## src/rtl/arya_pipe_pkg.sv

```systemverilog
// Shared pipeline constants: width defaults, bubble encoding and the fetch FSM state codes.
package arya_pipe_pkg;

  localparam int unsigned DATAPATH_WIDTH_DEF  = 64;
  localparam int unsigned INST_ADDR_WIDTH_DEF = 9;
  localparam logic [63:0] NOP_DEF             = '0;

  localparam logic [1:0] ST_IDLE = 2'd0;
  localparam logic [1:0] ST_RUN  = 2'd1;
  localparam logic [1:0] ST_HELD = 2'd2;

endpackage

```

## src/rtl/fetch_hold_reg.sv

```systemverilog
// One-entry buffer that parks the presented fetch entry while the fetch/decode register is stalled.
module fetch_hold_reg #(
  parameter int unsigned DATAPATH_WIDTH  = 64,
  parameter int unsigned INST_ADDR_WIDTH = 9
) (
  input  logic                       clk,
  input  logic                       reset,
  input  logic                       i_load,
  input  logic                       i_clear,
  input  logic [DATAPATH_WIDTH-1:0]  i_inst,
  input  logic [INST_ADDR_WIDTH-1:0] i_pc,
  output logic                       o_valid,
  output logic [DATAPATH_WIDTH-1:0]  o_inst,
  output logic [INST_ADDR_WIDTH-1:0] o_pc
);

  logic                       r_valid;
  logic [DATAPATH_WIDTH-1:0]  r_inst;
  logic [INST_ADDR_WIDTH-1:0] r_pc;

  always_ff @(posedge clk) begin
    if (reset) begin
      r_valid <= 1'b0;
      r_inst  <= '0;
      r_pc    <= '0;
    end else if (i_clear) begin
      r_valid <= 1'b0;
    end else if (i_load) begin
      r_valid <= 1'b1;
      r_inst  <= i_inst;
      r_pc    <= i_pc;
    end
  end

  assign o_valid = r_valid;
  assign o_inst  = r_inst;
  assign o_pc    = r_pc;

endmodule

```

## src/rtl/inst_fetch_unit.sv

```systemverilog
// Instruction fetch front end: drives a 1-cycle synchronous imem, presents one entry per cycle
// to the fetch/decode register, parks it across stalls and restarts on redirects.
module inst_fetch_unit
  import arya_pipe_pkg::*;
#(
  parameter int unsigned                DATAPATH_WIDTH  = DATAPATH_WIDTH_DEF,
  parameter int unsigned                INST_ADDR_WIDTH = INST_ADDR_WIDTH_DEF,
  parameter logic [DATAPATH_WIDTH-1:0]  NOP             = DATAPATH_WIDTH'(NOP_DEF)
) (
  input  logic                       clk,
  input  logic                       reset,
  input  logic                       stall,
  input  logic                       redirect,
  input  logic [INST_ADDR_WIDTH-1:0] redirect_pc,
  output logic [INST_ADDR_WIDTH-1:0] imem_addr,
  input  logic [DATAPATH_WIDTH-1:0]  imem_data,
  output logic [DATAPATH_WIDTH-1:0]  fetch_inst,
  output logic [INST_ADDR_WIDTH-1:0] fetch_pc,
  output logic                       fetch_valid,
  output logic                       fd_en
);

  logic [1:0]                 r_state;
  logic [INST_ADDR_WIDTH-1:0] r_pc;
  logic                       r_req_valid;
  logic [INST_ADDR_WIDTH-1:0] r_req_pc;

  logic                       w_hold_valid;
  logic [DATAPATH_WIDTH-1:0]  w_hold_inst;
  logic [INST_ADDR_WIDTH-1:0] w_hold_pc;
  logic                       w_hold_load;
  logic                       w_hold_clear;
  logic                       w_pres_valid;
  logic [DATAPATH_WIDTH-1:0]  w_pres_inst;
  logic [INST_ADDR_WIDTH-1:0] w_pres_pc;
  logic                       w_fetch_valid;

  // Park the in-flight read only when it is valid and the consumer cannot take it.
  assign w_hold_load  = !reset && !redirect && (r_state == ST_RUN) && stall && r_req_valid;
  assign w_hold_clear = redirect || ((r_state == ST_HELD) && !stall);

  fetch_hold_reg #(
    .DATAPATH_WIDTH (DATAPATH_WIDTH),
    .INST_ADDR_WIDTH(INST_ADDR_WIDTH)
  ) u_hold (
    .clk    (clk),
    .reset  (reset),
    .i_load (w_hold_load),
    .i_clear(w_hold_clear),
    .i_inst (imem_data),
    .i_pc   (r_req_pc),
    .o_valid(w_hold_valid),
    .o_inst (w_hold_inst),
    .o_pc   (w_hold_pc)
  );

  always_comb begin
    w_pres_valid = r_req_valid;
    w_pres_inst  = imem_data;
    w_pres_pc    = r_req_pc;
    if (r_state == ST_HELD) begin
      w_pres_valid = w_hold_valid;
      w_pres_inst  = w_hold_inst;
      w_pres_pc    = w_hold_pc;
    end
  end

  assign w_fetch_valid = !reset && !redirect && (r_state != ST_IDLE) && w_pres_valid;
  assign fetch_valid   = w_fetch_valid;
  assign fetch_inst    = w_fetch_valid ? w_pres_inst : NOP;
  assign fetch_pc      = w_fetch_valid ? w_pres_pc : '0;
  assign fd_en         = !stall || redirect;
  assign imem_addr     = (redirect && !reset) ? redirect_pc : r_pc;

  always_ff @(posedge clk) begin
    if (reset) begin
      r_state     <= ST_IDLE;
      r_pc        <= '0;
      r_req_valid <= 1'b0;
      r_req_pc    <= '0;
    end else if (redirect) begin
      r_state     <= ST_RUN;
      r_pc        <= redirect_pc + 1'b1;
      r_req_valid <= 1'b1;
      r_req_pc    <= redirect_pc;
    end else begin
      case (r_state)
        ST_IDLE: begin
          r_state     <= ST_RUN;
          r_pc        <= r_pc + 1'b1;
          r_req_valid <= 1'b1;
          r_req_pc    <= r_pc;
        end
        ST_RUN: begin
          if (!stall) begin
            r_pc        <= r_pc + 1'b1;
            r_req_valid <= 1'b1;
            r_req_pc    <= r_pc;
          end else if (r_req_valid) begin
            r_req_valid <= 1'b0;
            r_state     <= ST_HELD;
          end
        end
        ST_HELD: begin
          // r_pc already points past the held entry, so resuming issues it with no bubble.
          if (!stall) begin
            r_state     <= ST_RUN;
            r_pc        <= r_pc + 1'b1;
            r_req_valid <= 1'b1;
            r_req_pc    <= r_pc;
          end
        end
        default: r_state <= ST_IDLE;
      endcase
    end
  end

endmodule

```

## config.mk

```make
export PLATFORM = sky130hd
export DESIGN_NAME = inst_fetch_unit
export DESIGN_NICKNAME = d
export VERILOG_FILES = /design/src/rtl/arya_pipe_pkg.sv /design/src/rtl/fetch_hold_reg.sv /design/src/rtl/inst_fetch_unit.sv
export SDC_FILE = /design/constraint.sdc
export NUM_CORES = 1
export LEC_CHECK = 0
export CORE_MARGIN = 2
export CORE_UTILIZATION = 25
export CTS_CLUSTER_SIZE = 12
export DETAILED_ROUTE_END_ITERATION = 8
export PLACE_DENSITY = 0.59
export SLEW_MARGIN = 20
export SYNTH_ARGS = -nofsm -noshare
export SYNTH_HDL_FRONTEND = slang
export SYNTH_SLANG_ARGS = --single-unit
```

## constraint.sdc

```tcl
create_clock -name clk -period 2.95 [get_ports clk]
set_input_delay 0.4425 -clock clk [delete_from_list [all_inputs] [get_ports clk]]
set_output_delay 0.4425 -clock clk [all_outputs]
set_load 0.02 [all_outputs]
```

==> out/metrics.cfg <==
[layout]
final_area_sq_um=7040
diodes=0
drive_above_1_share_pct=15.2
area_growth_pct=40.4
fin_cells=1061
utilization_pct=35.9
fin_nets=874

[synth]
syn_area_sq_um=5010
synth_xor_xnor_area_share_pct=1.92
yosysWarnings=0
synthAdderAreaFrac_pct=1.50
synth_seq_cells=95
synth_cell_types=42
synth_compound_area_share_pct=12.5
yosys-mux-area-fraction_pct=19.1
synth_seq_area_share_pct=37.9
synth_top_area_share_pct=37.9
yosysTopAreaCell=dfxtp_1
synth_nets=727
synth-simple-area-share_pct=22.2
dominantRegCellSynth=dfxtp_1
synth_area_leaders=dfxtp_1, mux2i_1, nand2_1
syn_inst=644
synth-edff-count=0
synth_common_cells=nand2_1, dfxtp_1, nor2_1
yosysMostFrequentCell=nand2_1
avgSynthCellArea_sq_um=7.79
synth_top_family_by_area=simple AND/OR/NAND/NOR gates
synthArstFlopShare_pct=0

[placed_design]
gp_congestion=0.751
hpwl_microns=9780
port_buffers=160
dpl.cell_count=1045
place_area_sq_um=7030

[sta]
setup_tns_ps=0
tightest_slew_ps=624
clock_skew_ps=7.67
max_freq_mhz=350
max-slew-margin-rel_pct=58.4
finalCriticalPeriod_ps=2860
fin_crit_sh_pct=96.9
report.final.slew_viol_count=0
hold_violations=0
setup_violations=0
whs_ps=453
rsz0062_at_grt=no

[detailed_routing]
drc=0
wl_microns=14300
ant_nets=0
vias=4687
via_per_inst=4.42
wire_per_inst_microns=13.4
drt_pass1_iterations=4
drtIter0Drc=154

[grt]
grt.total_usage_pct=13.2
grt_pass1_wl_microns=23000
first_global_vias=4389
grt_max_degree=56
antenna_found_initial=0
grt_overflow_total=0

[pwr]
clkPwrFrac_pct=35.8
netSwitchingFraction_pct=27.6
p_sw_mw=0.847
leakage_nw=2.72
vdd_ir_drop_max_v=0.000265
p_per_area_nw_per_um2=435
p_comb_share_pct=19.8
internal_power_mw=2.22
seq_power_share_pct=44.4

[floorplan]
pin_count=161
row_count=51
start_util_pct=25.6
core_area_sq_um=19600
die_y_microns=146
die_area_sq_um=21200
die_x_microns=146

[critical_path]
cp-start-kind=flop
cp_data_arrival_time_ps=2420
worstPathCellList=inv_1 -> ha_1 -> mux2i_1 -> or4_2 -> buf_12 -> nor2_1 -> clkdlybuf4s15_1
critPathMaxStageDelay_ps=620
crit_required_ps=2510
worst_setup_path_end_kind=output port
critical_path_class=flop to output port
path_max_fanout=42
slowest_stage=or4_2

[clocking]
worstSkewPairLatency_ps=340
cts_sinks=95
cts_root_buffer=clkbuf_16
clk_pin_slew_ps=70
cts_tree=yes
htreeDepth=3
clock_path_buffers=2
cts_buffers=9
cts_hold_buf=0

[outcome]
outcome=complete, no violations

[job]
maxCapViolCount=0

[worst_hold_path]
hold_class=flop to flop

==> logic make-up after synthesis <==
group | Yosys count
mux | 94
simple gates | 272
buf+inv | 56
flops | 95
compound gates | 110
fa+ha+maj | 6
xor+xnor | 11
==> placed cells by master, fill, tap and decap left out, drive strengths merged, types with 2 or more instances in the layout <==
cell type	count
mux2	12
clkinv	3
clkinvlp	2
nand2	162
nor2	87
xnor2	5
clkdlybuf4s50	76
dfxtp	95
a22oi	3
dlygate4sd2	6
and3	2
dlymetal6s2s	9
ha	6
a221oi	2
nor3	2
nand3	4
clkdlybuf4s15	10
nand2b	3
clkbuf	69
a21oi	85
nand4b	3
inv	5
a21boi	2
nand4	4
a211oi	11
nand3b	2
xor2	6
o21ai	2
buf	28
mux2i	82
==> critical path: cells and delay by family (launching register included) <==
family	cells	cell delay [ps]
mux	1	130
fa+ha+maj	1	240
simple gates	2	740
flops	1	340
buf+inv	3	600
==> registers in the layout, summed over array words and instances, names as in the netlist <==
signal / flops
r_state: 2
u_hold.o_pc: 9
r_req_pc: 9
r_pc: 9
u_hold.o_valid: 1
r_req_valid: 1
u_hold.o_inst: 64
==> power groups by stage <==
stage / logic (mW) / clock network (mW) / registers, mW
detailed placement: 0.634 / 0 / 1.39
CTS: 0.623 / 1.16 / 1.36
finish: 0.607 / 1.10 / 1.36
global placement: 0.634 / 0 / 1.39
global route: 0.666 / 1.20 / 1.37
floorplan: 0.348 / 0 / 1.38
==> per-layer routing <==
layer | routed length, microns | up-vias | GRT usage [%]
li1 | - | 2461 | -
met1 | 7000 | 2092 | 18.0
met2 | 6430 | 126 | 21.0
met3 | 733 | 8 | 3.79
met4 | 94 | 0 | 2.65
met5 | 0 | - | 0
==> stage by stage <==
step / total power [mW] / setup slack [ps]
3_5_place_dp: 2.02 / -133
4_1_cts: 3.14 / -8.69
5_1_grt: 3.23 / 0.783
2_1_floorplan: 1.73 / 470
6_report: 3.07 / 91.7
3_3_place_gp: 2.02 / -94.4
==> final timing paths <==
check / start / slack, ps / end / cells past startpoint
worst max register to register: r_state[0] / 870 / r_pc[8] / 9
worst max-delay path: r_state[0] / 90 / fetch_inst[54] / 7
worst min-delay path: u_hold.o_pc[0] / 450 / u_hold.o_pc[0] / 2
worst min register to register: u_hold.o_pc[0] / 450 / u_hold.o_pc[0] / 2
==> area by class of cell <==
class | count | area [sq um]
clock buffer | 11 | 243
clock inverter | 5 | 33.8
fill | 2090 | 12500
inverter | 5 | 18.8
multi-input combinational | 493 | 2890
sequential | 95 | 1900
tap | 265 | 332
timing repair buffer | 187 | 1630
==> what timing repair did <==
action | CTS | global route
buffers inserted | 0 | 0
pin swaps | 0 | 0
resized for setup | 80 | 132
endpoints found under the setup margin | 82 | 77
Power figures use the tool's default switching activity.
